[config.mk]
export PLATFORM = sky130hd
export DESIGN_NAME = conv_egress_tx
export DESIGN_NICKNAME = d
export VERILOG_FILES = /design/src/rtl/conv_egress_tx.sv
export SDC_FILE = /design/constraint.sdc
export NUM_CORES = 1
export LEC_CHECK = 0
export CAP_MARGIN = 20
export CORE_ASPECT_RATIO = 1.75
export CORE_MARGIN = 2
export CORE_UTILIZATION = 55
export CTS_BUF_LIST = sky130_fd_sc_hd__clkbuf_8 sky130_fd_sc_hd__clkbuf_16
export CTS_CLUSTER_DIAMETER = 50
export DETAILED_ROUTE_END_ITERATION = 6
export PLACE_DENSITY = 0.78
export SLEW_MARGIN = 15
export SYNTH_ARGS = -nofsm -noshare
export SYNTH_HDL_FRONTEND = slang
export SYNTH_SLANG_ARGS = --single-unit
[constraint.sdc]
create_clock -name clk -period 8.58 [get_ports clk]
set_input_delay 1.716 -clock clk [delete_from_list [all_inputs] [get_ports clk]]
set_output_delay 1.716 -clock clk [all_outputs]
set_load 0.01 [all_outputs]
[src/rtl/conv_egress_tx.sv]
// Egress AXI-Stream master for the convolution engine: buffers core result pixels in a small FIFO
// and tags each beat with SOF/EOL from frame position counters at push time.
package conv_pkg;
    parameter int PIXEL_W = 16;
endpackage

module conv_egress_tx #(
    parameter int PIXEL_W = conv_pkg::PIXEL_W,
    parameter int DIM_W   = 12,
    parameter int DEPTH   = 8,
    parameter int SKID    = 2
) (
    input  logic               clk,
    input  logic               arst,
    input  logic [DIM_W-1:0]   cfg_width_i,
    input  logic [DIM_W-1:0]   cfg_height_i,
    input  logic               res_vld_i,
    input  logic [PIXEL_W-1:0] res_data_i,
    output logic               res_rdy_o,
    output logic               m_tvalid_o,
    output logic [PIXEL_W-1:0] m_tdata_o,
    output logic               m_tuser_o,
    output logic               m_tlast_o,
    input  logic               m_tready_i,
    output logic               frame_done_o,
    output logic               err_ovf_o
);

    localparam int AW = $clog2(DEPTH);
    localparam int CW = AW + 1;

    typedef struct packed {
        logic [PIXEL_W-1:0] data;
        logic               sof;
        logic               eol;
        logic               eof;
    } entry_t;

    entry_t           mem_q [DEPTH];
    entry_t           head;
    entry_t           tag;
    logic [AW-1:0]    wr_q, wr_d, rd_q, rd_d;
    logic [CW-1:0]    count_q, count_d;
    logic [DIM_W-1:0] col_q, col_d, row_q, row_d;
    logic [DIM_W-1:0] w_q, w_d, h_q, h_d, w_eff, h_eff;
    logic             err_q, err_d;
    logic             live_q;
    logic             push, pop, full, wr_en, frame_start;

    always_comb begin
        push        = res_vld_i;
        full        = (count_q == CW'(DEPTH));
        pop         = (count_q != '0) & m_tready_i;
        // When full, a simultaneous pop frees the slot being written this cycle.
        wr_en       = push & (~full | pop);
        frame_start = (col_q == '0) && (row_q == '0);

        // Shadow config is taken live on the first push of a frame and frozen thereafter.
        w_eff = frame_start ? cfg_width_i  : w_q;
        h_eff = frame_start ? cfg_height_i : h_q;

        tag.data = res_data_i;
        tag.sof  = frame_start;
        tag.eol  = (col_q == w_eff - 1'b1);
        tag.eof  = tag.eol && (row_q == h_eff - 1'b1);

        col_d = col_q;
        row_d = row_q;
        w_d   = w_q;
        h_d   = h_q;
        if (push) begin
            w_d = w_eff;
            h_d = h_eff;
            if (tag.eol) begin
                col_d = '0;
                row_d = tag.eof ? '0 : row_q + 1'b1;
            end else begin
                col_d = col_q + 1'b1;
            end
        end

        wr_d = wr_en ? wr_q + 1'b1 : wr_q;
        rd_d = pop   ? rd_q + 1'b1 : rd_q;

        count_d = count_q;
        case ({wr_en, pop})
            2'b10:   count_d = count_q + 1'b1;
            2'b01:   count_d = count_q - 1'b1;
            default: count_d = count_q;
        endcase

        err_d = err_q | (push & full & ~pop);
    end

    always_ff @(posedge clk or posedge arst) begin
        if (arst) begin
            wr_q    <= '0;
            rd_q    <= '0;
            count_q <= '0;
            col_q   <= '0;
            row_q   <= '0;
            w_q     <= '0;
            h_q     <= '0;
            err_q   <= 1'b0;
            live_q  <= 1'b0;
        end else begin
            wr_q    <= wr_d;
            rd_q    <= rd_d;
            count_q <= count_d;
            col_q   <= col_d;
            row_q   <= row_d;
            w_q     <= w_d;
            h_q     <= h_d;
            err_q   <= err_d;
            live_q  <= 1'b1;
        end
    end

    always_ff @(posedge clk) begin
        if (wr_en) begin
            mem_q[wr_q] <= tag;
        end
    end

    always_comb begin
        head         = mem_q[rd_q];
        m_tvalid_o   = (count_q != '0);
        m_tdata_o    = head.data;
        m_tuser_o    = m_tvalid_o & head.sof;
        m_tlast_o    = m_tvalid_o & head.eol;
        frame_done_o = pop & head.eof;
        res_rdy_o    = live_q & (count_q < CW'(DEPTH - SKID));
        err_ovf_o    = err_q;
    end

endmodule

* Yosys cells after proc, flatten, opt, wreduce, memory -nomap -nowiden
Memories as Yosys holds them, arrays and structs flattened.
Cells that the tools add are included.
** Storage, ports and cells
- Bits in writable memories :: 152
- Flip-flop bits (word level) :: 60
- Output and inout bits :: 22
- Bits in read-only memories :: 0
- Latch bits :: 0
- Memories :: 1
- Word-level logic and storage cells :: 50
- Bits of input ports :: 44
** Cells by class
- Shifts and indexed selects :: 0
- $add $sub $neg :: 8
- Multiplexer cells :: 7
- Divide/modulo/power cells :: 0
- Reduce and logical (&&, ||, !) cells :: 7
- Equal/unequal tests :: 5
- $mul :: 0
- Bitwise operators :: 12
- $lt $le $gt $ge :: 1
** Memories
- mem_q :: depth 8, bits a word 19, rd ports 1, clocked after memory_dff 0, write ports 1, RTL line 39 : entry_t mem_q [DEPTH];
** Operator list (number)
- $mux W12 :: 4
- $add A12 B1 Y12 const B :: 2
- $eq A12 B12 Y1 :: 2
- $logic_not A12 Y1 :: 2
- $sub A12 B1 Y12 const B :: 2
- $and A1 B1 Y1 :: 8
- $pmux W4 S2 :: 1
- $add A3 B1 Y3 const B :: 2
- $add A4 B1 Y4 const B :: 1
- $eq A4 B4 Y1 const B :: 1
- $lt A4 B3 Y1 const B :: 1
- $reduce_bool A4 Y1 :: 1
- $sub A4 B1 Y4 const B :: 1
- $eq A2 B1 Y1 const B :: 1
- $eq A2 B2 Y1 const B :: 1
- $logic_and A1 B1 Y1 :: 2
- $mux W1 :: 2
- $not A1 Y1 :: 2
- $or A1 B1 Y1 :: 2
- $reduce_and A2 Y1 :: 1
- $reduce_bool A2 Y1 :: 1

* Depth between registers and ports, before layout
- Word-level depth :: 7
- Depth in mapped cells :: 20
- Gate-level depth less buffers :: 17

* Worst setup path before layout
No wires, ideal clock.
- Path kind :: in2reg
- Start point :: input cfg_height_i[0]
- End point :: register row_q[10]
- Required time :: 8.454 ns
- Setup slack :: 4.251 ns
- Stages on the path :: 13
- Buffers on the path :: 1
- Arrival time :: 4.203 ns
- Path through :: nand3_1 > and2_1 > ha_1 > or3b_2 > nor3_1 > nand4b_1 > a21boi_0 > o31a_1 > nor4bb_1 > and4_1 > buf_6 > nor2_4 > a221o_1
** On the way
- Cells in the longest elaborated chain, start to end :: 5
** RTL lines
- from (decl) :: RTL line 16 : input logic [DIM_W-1:0] cfg_height_i,
- $mux W12 :: RTL line 60 : h_eff = frame_start ? cfg_height_i : h_q;
- $sub A12 B1 Y12 :: RTL line 65 : tag.eof = tag.eol && (row_q == h_eff - 1'b1);
- $eq A12 B12 Y1 :: RTL line 65
- $logic_and A1 B1 Y1 :: RTL line 65
- $mux W12 :: RTL line 76 : row_d = tag.eof ? '0 : row_q + 1'b1;
- to (signal assigned) :: RTL line 111 : row_q <= row_d;
- to (decl) :: RTL line 44 : logic [DIM_W-1:0] col_q, col_d, row_q, row_d;
Every way passes these cells.
A chain may end at the register's enable or synchronous reset.

* Final worst setup path
- Start point :: register row_q[0]
- End point :: register row_q[10]
** On the way
- Cells in the longest elaborated chain, start to end :: 7
** RTL lines
- $logic_not A12 Y1 :: RTL line 56 : frame_start = (col_q == '0) && (row_q == '0);
- $logic_and A1 B1 Y1 :: RTL line 56
- $mux W12 (on tied branches) :: RTL line 59, 60
- $sub A12 B1 Y12 (on tied branches) :: RTL line 64, 65
- $eq A12 B12 Y1 (on tied branches) :: RTL line 64, 65
- $logic_and A1 B1 Y1 :: RTL line 65
- $mux W12 :: RTL line 76
Several ways; a longest one is shown, not always the timed one.

==> out/qor.yml <==
status: "complete, no violations"
synth_simple_gate_area_share_pct: 12.0
grt_pass1_vias: 6865
routed_wl_um: 23100
fmax_ghz: 0.189
drc: 0
antenna_found_initial: 0
maxCapViolCount: 0
swShare_pct: 29.7
hold-worst-slack_ps: 506
ys_ff_latch: 212
pwr-share-seq_pct: 43.7
clk_pin_slew_ps: 70
synth.distinct_cells: 72
die_w_um: 107
synth-edff-count: 152
dp.cells: 1007
vias_per_cell: 6.26
n_antenna_cell: 0
slew_headroom_pct: 27.8
routed-via-count: 6534
synthMuxAreaShare_pct: 13.9
synthTopCellsByArea: "edfxtp_1 (45%), dfrtp_1 (15%), mux4_2 (8.4%), mux2_2 (4.0%), xnor2_1 (1.7%)"
die_h_um: 184
leakage_uw: 0.00424
async_flop_share_pct: 28.3
worstSetupPathType: "flop to flop"
start_kind: "flop"
powerDensity_nw_per_um2: 271
grt-ovfl-total: 0
finalMaxSlewViolations: 0
ys_seq_area_share_pct: 59.8
insertion_delay_ps: 490
ir_drop_v: 0.000183
tns_ps: 0
port_buffers: 65
period_needed_ps: 5290
routedWlPerCell_um: 22.2
grt_max_degree: 61
worstPathRequired_ps: 8950
synth_top_area_share_pct: 45.0
design.core.area_sq_um: 18100
post_cts_resized: 0
rsz0062_at_grt: "false"
comb_power_share_pct: 29.7
post-place-ws_ps: 3240
synthAdderAreaFrac_pct: 1.55
synth_top_family_by_area: "multiplexers"
internal-power_uw: 2220
initial_core_util_pct: 56.2
end_kind: "flop"
hold_class: "flop to flop"
layout.nets: 851
worst_slew_pin_slew_ps: 1080
drive_above_1_share_pct: 17.2
setup_violations: 0
cts_hold_buf: 0
cts_setup_buffers: 0
yosys.area.top_type: "edfxtp_1"
hold_viol: 0
synthesis.area_sq_um: 10100
synth_cells: 728
cts_tree: "yes"
dr.pass1.iters: 6
grt_pass1_wl_um: 36100
htree_num_levels: 1
area_growth_pct: 14.9
synth_ff_type: "edfxtp_1"
avgSynthCellArea_sq_um: 13.9
clockPowerShare_pct: 26.5
clock-sinks: 212
cp_max_fo: 26
fin_worst_skew_ps: 9.72
final_cells: 1043
grtUsageTotal_pct: 23.9
drtIter0Drc: 364
dieArea_sq_um: 19600
n_fill_cell: 1323
finalCritPeriodShare_pct: 61.7
globalplace.congestion: 0.896
switchingPower_uw: 937
syn_nets: 784
antenna_left: 0
clockBufferDepth: 3
ios: 66
ys_warn_count: 0
fin_ws_ps: 3290
cts_root_buffer: "clkbuf_16"
rows: 65
synth_compound_area_share_pct: 7.03
worstPathArrival_ps: 5660
synth_xor_area_share_pct: 3.20
cts_made_buffers: 20
hpwl_um: 15600
routing by layer:
layer	global-route usage [%]	share of wire (%)	vias up
li1	-	-	2938
met1	24.9	34	3281
met2	46.3	57	244
met3	2.62	4.8	71
met4	11.7	4.4	0
met5	0	0	-
worst paths after layout:
| kind | from | to | slack, ps | cells after the start |
|---|---|---|---|---|
| setup reg to reg | row_q[0] | row_q[10] | 3290 | 18 |
| setup / recovery | row_q[0] | row_q[10] | 3290 | 18 |
| min in group asynchronous | arst | count_q[1] | 1770 | 3 |
| hold reg to reg | h_q[11] | h_q[11] | 510 | 1 |
| max in group asynchronous | arst | rd_q[0] | 6250 | 3 |
| hold / removal | h_q[11] | h_q[11] | 510 | 1 |
placed cells by master (no fill, tap or decap), drive strengths merged, types with 3 or more instances in the layout:
| master | n |
|---|---|
| o2bb2ai | 4 |
| mux4 | 38 |
| edfxtp | 152 |
| clkdlybuf4s50 | 65 |
| and2 | 4 |
| mux2i | 15 |
| ha | 11 |
| buf | 14 |
| a21o | 3 |
| nand2b | 15 |
| nor4 | 11 |
| or4 | 9 |
| nand4b | 6 |
| nor2b | 7 |
| or3 | 8 |
| inv | 28 |
| nand4 | 9 |
| mux2 | 36 |
| o31ai | 5 |
| xor2 | 17 |
| nor2 | 43 |
| nand3 | 24 |
| dfrtp | 60 |
| a211o | 4 |
| nor3 | 21 |
| nor4b | 3 |
| o211ai | 5 |
| clkinv | 5 |
| a31o | 3 |
| nand2 | 34 |
| xnor2 | 20 |
| clkbuf | 22 |
| a22o | 8 |
| o21ai | 31 |
| nand3b | 3 |
| a211oi | 6 |
| clkinvlp | 3 |
| a21oi | 16 |
| and3 | 11 |
power by group through the flow:
stage / Combinational [uW] / Clock, uW / Sequential [uW]
2_1_floorplan: 650 / 0 / 1320
3_3_place_gp: 916 / 0 / 1390
3_5_place_dp: 946 / 0 / 1400
4_1_cts: 952 / 854 / 1380
5_1_grt: 1010 / 891 / 1400
6_report: 937 / 837 / 1380
cells in the mapped netlist, drive strengths merged, types with 2 or more instances:
master / count
o2111ai: 2
nand3: 24
o2bb2ai: 4
mux2i: 15
a211oi: 6
and2: 4
or3: 8
dfrtp: 60
nand2: 34
mux2: 36
a31o: 3
nand2b: 15
nand4: 9
nand3b: 3
and3: 11
a21o: 3
and4: 2
nor3: 21
a22oi: 2
clkbuf: 17
ha: 11
a22o: 8
o21ai: 31
o32ai: 2
mux4: 38
o211ai: 5
nor4: 11
a211o: 4
o31ai: 5
a2111oi: 2
nor2b: 7
nor4b: 3
or2: 2
nand4b: 6
or4: 9
edfxtp: 152
xnor2: 20
a31oi: 2
buf: 17
xor2: 17
o21a: 2
inv: 22
nor2: 43
a21oi: 16
flip-flops by register name, indices dropped and copies added, names as in the netlist:
signal	flops
w_q	12
mem_q	152
count_q	4
live_q	1
row_q	12
rd_q	3
err_ovf_o	1
wr_q	3
col_q	12
h_q	12
critical path: stages (launching register included):
cell and delay [ps]:
dfrtp_1 400, inv_1 130, ha_1 170, nor4b_1 320, and4_1 240, buf_4 310
nand2_4 180, inv_2 390, mux2i_1 290, ha_1 330, or3b_2 480, nor3_1 120
nand4b_1 150, a21boi_0 110, o31a_1 300, nor4bb_1 340, and4_1 460, nor2_4 110
a221o_1 320
cells by family (layout without fill, tap and decap cells):
family / Yosys count / count (layout)
adder cells (fa/ha/maj): 12 / 12
multiplexers: 89 / 89
AO/OA/AOI/OAI: 105 / 105
AND/OR/NAND/NOR: 216 / 216
other: 1 / 1
flip-flops: 212 / 212
XOR/XNOR: 37 / 37
buffers and inverters: 56 / 137
cell type report:
| class | instances | area (sq um) | share of cell area, % |
|---|---|---|---|
| clock buffer | 22 | 539 | 4.63 |
| clock inverter | 14 | 82.6 | 0.709 |
| inverter | 22 | 82.6 | 0.709 |
| multi-input combinational | 460 | 3830 | 32.9 |
| sequential | 212 | 6070 | 52.1 |
| tap | 234 | 293 | 2.51 |
| timing repair buffer | 79 | 756 | 6.48 |
metrics by stage:
stage / instance area, sq um / power [uW] / util (%)
6_report: 11700 / 3150 / 64.6
5_1_grt: 11700 / 3290 / 64.6
4_1_cts: 11700 / 3190 / 64.6
3_5_place_dp: 11000 / 2350 / 61.1
3_3_place_gp: 11000 / 2300 / 61.1
2_1_floorplan: 10100 / 1970 / -
Note: power is estimated with default switching activity, not from simulation.
